===== src/rtl/sort_pkg.sv =====
// sort_pkg: shared FSM encoding, default sizes and sentinel bits for the insertion-sort slice.
// Ports: none (package).
package sort_pkg;
    typedef enum logic [1:0] {LOAD, SETTLE, DRAIN} state_t;
    localparam int DATA_WIDTH_DEF = 16;
    localparam int DEPTH_DEF = 8;
    // Sentinel bit replicated across a word: all-ones for ascending, zero for descending.
    localparam logic SENT_ASC = 1'b1;
    localparam logic SENT_DESC = 1'b0;
endpackage


===== src/rtl/sort_ctrl.sv =====
// sort_ctrl: frame sequencer loading words into a sort array and draining them in order.
// Ports: clk_i, rst_n_i (async active-low); s_valid_i/s_ready_o/s_data_i/s_last_i input stream;
//        m_valid_o/m_ready_i/m_data_o/m_last_o sorted stream; arr_clk_en_o/arr_push_o/arr_data_o/
//        arr_data_i array control and head-node data; count_o occupancy; busy_o; overflow_o sticky.
module sort_ctrl import sort_pkg::*; #(
    parameter int DATA_WIDTH = DATA_WIDTH_DEF,
    parameter int DEPTH = DEPTH_DEF,
    parameter int CNT_W = $clog2(DEPTH + 1)
) (
    input  logic                  clk_i,
    input  logic                  rst_n_i,
    input  logic                  s_valid_i,
    output logic                  s_ready_o,
    input  logic [DATA_WIDTH-1:0] s_data_i,
    input  logic                  s_last_i,
    output logic                  m_valid_o,
    input  logic                  m_ready_i,
    output logic [DATA_WIDTH-1:0] m_data_o,
    output logic                  m_last_o,
    output logic                  arr_clk_en_o,
    output logic                  arr_push_o,
    output logic [DATA_WIDTH-1:0] arr_data_o,
    input  logic [DATA_WIDTH-1:0] arr_data_i,
    output logic [CNT_W-1:0]      count_o,
    output logic                  busy_o,
    output logic                  overflow_o
);
    state_t state;
    logic [CNT_W-1:0] count;
    logic [CNT_W-1:0] pop;
    logic overflow;
    logic full_beat;
    // Accepting a word while DEPTH-1 are held fills the array, so LOAD never sees count == DEPTH.
    assign full_beat = count == CNT_W'(DEPTH - 1);
    assign s_ready_o = state == LOAD;
    assign arr_push_o = state == LOAD;
    assign arr_data_o = s_data_i;
    assign m_valid_o = state == DRAIN;
    assign m_data_o = arr_data_i;
    assign m_last_o = m_valid_o && pop == count - CNT_W'(1);
    assign arr_clk_en_o = (s_ready_o && s_valid_i) || (m_valid_o && m_ready_i);
    assign count_o = count;
    assign overflow_o = overflow;
    assign busy_o = !(s_ready_o && count == '0);
    always_ff @(posedge clk_i or negedge rst_n_i) begin
        if (!rst_n_i) begin
            state <= LOAD;
            count <= '0;
            pop <= '0;
            overflow <= 1'b0;
        end else begin
            case (state)
                LOAD: if (s_valid_i) begin
                    count <= count + CNT_W'(1);
                    if (s_last_i || full_beat)
                        state <= SETTLE;
                    if (!s_last_i && full_beat)
                        overflow <= 1'b1;
                end
                SETTLE: state <= DRAIN;
                DRAIN: if (m_ready_i) begin
                    if (m_last_o) begin
                        count <= '0;
                        pop <= '0;
                        state <= LOAD;
                    end else begin
                        pop <= pop + CNT_W'(1);
                    end
                end
                default: state <= LOAD;
            endcase
        end
    end
endmodule


===== config.mk =====
export PLATFORM = sky130hd
export DESIGN_NAME = sort_ctrl
export DESIGN_NICKNAME = d
export VERILOG_FILES = /design/src/rtl/sort_pkg.sv /design/src/rtl/sort_ctrl.sv
export SDC_FILE = /design/constraint.sdc
export NUM_CORES = 1
export LEC_CHECK = 0
export ABC_AREA = 1
export CORE_ASPECT_RATIO = 0.9
export CORE_UTILIZATION = 36
export DETAILED_ROUTE_END_ITERATION = 7
export PLACE_DENSITY = 0.89
export SLEW_MARGIN = 20
export SYNTH_ARGS = -nofsm -noshare
export SYNTH_HDL_FRONTEND = slang
export SYNTH_SLANG_ARGS = --single-unit

===== constraint.sdc =====
create_clock -name clk_i -period 3.3 [get_ports clk_i]
set_input_delay 0.825 -clock clk_i [delete_from_list [all_inputs] [get_ports clk_i]]
set_output_delay 0.825 -clock clk_i [all_outputs]
set_load 0.02 [all_outputs]

-- After elaboration in Yosys (flattened, before gate mapping)
Cells that the tools add are included.
- divide/modulo/power cells: 0
- reductions and logical operators: 16
- add/subtract/negate cells: 3
- multipliers: 0
- bitwise logic cells: 0
- muxes and demuxes: 10
- magnitude comparators: 0
- shift operators: 0
- equal/unequal tests: 8
- operator list (kind ; count):
    $mux 4 ; 4
    $add 4x1->4 const B ; 2
    $mux 2 ; 4
    $pmux 4 s2 ; 1
    $reduce_and 4->1 ; 2
    $ne 2x1->1 const B ; 3
    $pmux 2 s3 ; 1
    $logic_and 1x1->1 ; 5
    $eq 4x3->1 const B ; 1
    $eq 4x4->1 ; 1
    $logic_not 4->1 ; 1
    $sub 4x1->4 const B ; 1
    $reduce_and 3->1 ; 1
    $eq 2x1->1 const B ; 1
    $eq 2x2->1 const B ; 1
    $logic_not 1->1 ; 2
    $logic_not 2->1 ; 1
    $logic_or 1x1->1 ; 2
    $ne 2x2->1 const B ; 1
    $reduce_and 2->1 ; 1
    $reduce_bool 2->1 ; 1
- memory bits (writable): 0
- bits in latches: 0
- input port bits: 37
- register bits after elaboration: 11
- word-level logic and storage cells: 41
- output and inout port bits: 43
- ROM bits: 0
- memories kept: 0

-- Logic depth before layout (Yosys ltp)
- depth after elaboration: 6
- gate-level depth with buffers: 12
- depth with buffers taken out: 12

-- Least setup slack after synthesis
Ideal clock, no wire load.
- path kind: register to output
- from: register count[0], in the netlist count_o[0]
- to: output port m_last_o
- data required time: 2475 ps
- cell stages (with the launch flop): 10
- path buffers: 0
- arrival: 1569 ps
- slack: 906 ps
- cells stage by stage: dfrtp_1 -> inv_2 -> ha_1 -> nand2_1 -> inv_1 -> nor2_1 -> nand2_1 -> nor2_4 -> nand3_2 -> inv_1
- cells in the longest elaborated chain, start to end: 3
- RTL lines (what ; RTL line ; source):
    start, declared ; sort_ctrl.sv:29 ; logic [CNT_W-1:0] count;
    start signal, assigned ; sort_ctrl.sv:54 ; count <= count + CNT_W'(1);
    $sub 4x1->4 ; sort_ctrl.sv:40 ; assign m_last_o = m_valid_o && pop == count - CNT_W'(1);
    $eq 4x4->1 ; sort_ctrl.sv:40 ;
    $logic_and 1x1->1 ; sort_ctrl.sv:40 ;
    end, declared ; sort_ctrl.sv:19 ; output logic m_last_o,
Every way passes these cells.

-- Final worst setup path
- from: input port m_ready_i
- to: output port arr_clk_en_o
- cells in the longest elaborated chain, start to end: 2
- RTL lines (what ; RTL line ; source):
    start, declared ; sort_ctrl.sv:17 ; input logic m_ready_i,
    $logic_and 1x1->1 ; sort_ctrl.sv:41 ; assign arr_clk_en_o = (s_ready_o && s_valid_i) || (m_valid_o && m_ready_i);
    $logic_or 1x1->1 ; sort_ctrl.sv:41 ;
    end, declared ; sort_ctrl.sv:20 ; output logic arr_clk_en_o,
Every way passes these cells.

==> run_results.csv <==
group,metric,value,unit
routing,via_count,802,
final_layout,area_delta_synth_final,-2.85,%
clock_tree,tritoncts,"yes",
grt,first_global_vias,758,
final_layout,layout_common_cells,"nand2_1, inv_1, clkdlybuf4s50_1, nand3_1, dfrtp_1",
final_layout,multi_input_area,438,sq um
synthesis,synth_edf_count,0,
power_and_ir_drop,fin_total_pwr,1.02,mW
worst_setup_path,crit_path_start_kind,"primary input",
grt,grt_max_degree,12,
synthesis,syn_avg_cell_area,7.22,sq um
worst_setup_path,critPathKind,"primary input to output port",
final_layout,final_common_cell,"nand2_1",
floorplanning,die_x,59.0,um
worst_hold_path,min_path_type,"register to register",
outcome,status,"finished, final reports clean",
place,hpwl,1.54,mm
synthesis,synthArstFlopShare,100,%
floorplanning,die_h,53.3,um
timing,finalCritPeriodShare,96.2,%
worst_setup_path,crit_slowest_cell,"clkdlybuf4s50_1",
synthesis,synth-warning-count,0,
clock_tree,h-tree-depth,1,
timing,max_slew_margin,64.9,%
routing,drt-total-wl,1.96,mm
clock_tree,insertion_delay,270,ps
floorplanning,initial_core_util,38.0,%
place,post_dp_cell_area,995,sq um
routing,antenna_left,0,
place,gp_congestion,0.879,
floorplanning,io_pins,80,
timing,finClkSkew,0.826,ps
worst_setup_path,cpPeakStageDelay,600,ps
timing,setup_viol,0,
synthesis,syn_area,1050,sq um
floorplanning,core-area,2770,sq um
grt,antenna_found_initial,0,
worst_setup_path,cp-end-kind,"output port",
routing,via_per_inst,4.69,
floorplanning,rows,18,
place,port_buffers,15,
worst_setup_path,required,2470,ps
power_and_ir_drop,p_per_area,1000,nW/um^2
timing,hold_viol,0,
routing,drt_iter0_markers,28,
synthesis,ys_ff_latch,11,
clock_tree,numCtsBuffers,3,
worst_setup_path,path_max_fanout,7,
power_and_ir_drop,leakagePower,0.519,nW
clock_tree,cts_sinks,11,
synthesis,ys.flop_type,"dfrtp_1",
grt,grt.total_usage,14.9,%
final_layout,stdcell_area,1020,sq um
synthesis,synth_cells,146,
clock_tree,clk_path_buf_depth,2,
power_and_ir_drop,irDropWorstVdd,0.413,mV
final_layout,register_area,278,sq um
clock_tree,root_buffer,"clkbuf_4",
routing,wl_per_cell,11.4,um
job,maxCapViolCount,0,
synthesis,synth_cell_type_count,23,
synthesis,syn-num-nets,187,
floorplanning,dieArea,3150,sq um
timing,hold_slack,468,ps
timing,max_freq,315,MHz
grt,overflow,0,
timing,worstMarginPinSlew,525,ps
final_layout,drive_gt1_share,15.3,%
timing,period_needed,3180,ps
routing,firstDrtPassIters,4,
routing,drc,0,
grt,grt_pass1_wl,3.39,mm
final_layout,fillers,295,
final_layout,nets,173,
clock_tree,cts.clk_slew.worst_paths,70,ps
timing,tns,0,ps
final_layout,postLayoutCoreUtil,36.9,%
worst_setup_path,cp_data_arrival_time,2350,ps
timing,rsz0062_at_grt,"no",
final_layout,antenna_cells,0,
timing,slew_violations,0,
worst_setup_path,cp_cell_sequence,"clkdlybuf4s50_1, inv_1, nor2_4, inv_1, nand2_1, clkdlybuf4s50_1",
synthesis,yosysSeqAreaShare,26.1,%
[flip-flops by register name (all words and copies together) (netlist names)]
name        cells
count_o         4
overflow_o      1
pop             4
state           2
[repair_timing]
| item | 4_1_cts | 5_1_grt |
|---|---|---|
| hold buffers | 0 | 0 |
| endpoints found under the hold margin | 0 | 0 |
| setup endpoints to repair | 0 | 1 |
| gates resized for setup | 0 | 2 |
| buffers inserted | 0 | 0 |
[cells in the mapped netlist (2+ instances only)]
library cell,n,area (sq um)
o21ai_0,2,10.0
dfrtp_1,11,275
nor2_4,2,22.5
nand2_2,2,12.5
nor2_1,8,30.0
buf_4,33,248
ha_1,4,50.1
nand3_2,3,30.0
inv_2,3,11.3
nand3_1,14,70.1
inv_1,17,63.8
o21ai_1,2,10.0
nand2_1,34,128
nand2_4,2,22.5
[through the flow]
stage | setup WS [ps] | std cells
floorplan | 906 | 146
global placement | 184 | 167
detailed placement | 130 | 167
CTS | 87.3 | 171
global route | 1.87 | 171
finish | 124 | 171
[critical path, delay by kind of cell]
family / cells / cell delay, ps
buffers and inverters: 4 / 1280
and+or+nand+nor: 2 / 250
[worst paths after layout]
check,start,endpoint,slack [ps],cells after the start
worst max-delay path,m_ready_i,arr_clk_en_o,120,6
worst min-delay path,overflow_o,overflow_o,470,2
worst max register to register,count_o[0],count_o[3],1520,12
worst min register to register,overflow_o,overflow_o,470,2
max in group asynchronous,rst_n_i,count_o[0],2020,1
min in group asynchronous,rst_n_i,pop[0],900,1
[per-layer routing]
metal | track usage, % | vias up | wire length (um)
li1 | - | 388 | -
met1 | 16.8 | 370 | 858
met2 | 24.6 | 44 | 905
met3 | 7.09 | 0 | 192
met4 | 5.16 | 0 | 0
met5 | 0 | - | 0
[power breakdown]
group	total (mW)	switching [mW]	internal, mW	leakage [nW]
sequential	0.261	0.0719	0.189	0.132
combinational	0.670	0.411	0.259	0.372
clock	0.0932	0.0464	0.0468	0.0150
[kinds of logic (layout without fill, tap and decap cells)]
kind of cell	Yosys count	in the layout	share of synthesized area, %
simple gates	68	68	32.1
fa+ha+maj	4	4	4.75
buf+inv	55	40	32.3
xor+xnor	1	1	0.832
compound gates	7	7	3.92
flops	11	11	26.1
[layout make-up]
type                       count  share of cell area, %
clock buffer                   4                   2.57
inverter                      21                   7.95
multi-input combinational     80                   42.8
sequential                    11                   27.1
tap                           40                   4.89
timing repair buffer          15                   14.7
Power figures use the tool's default switching activity.
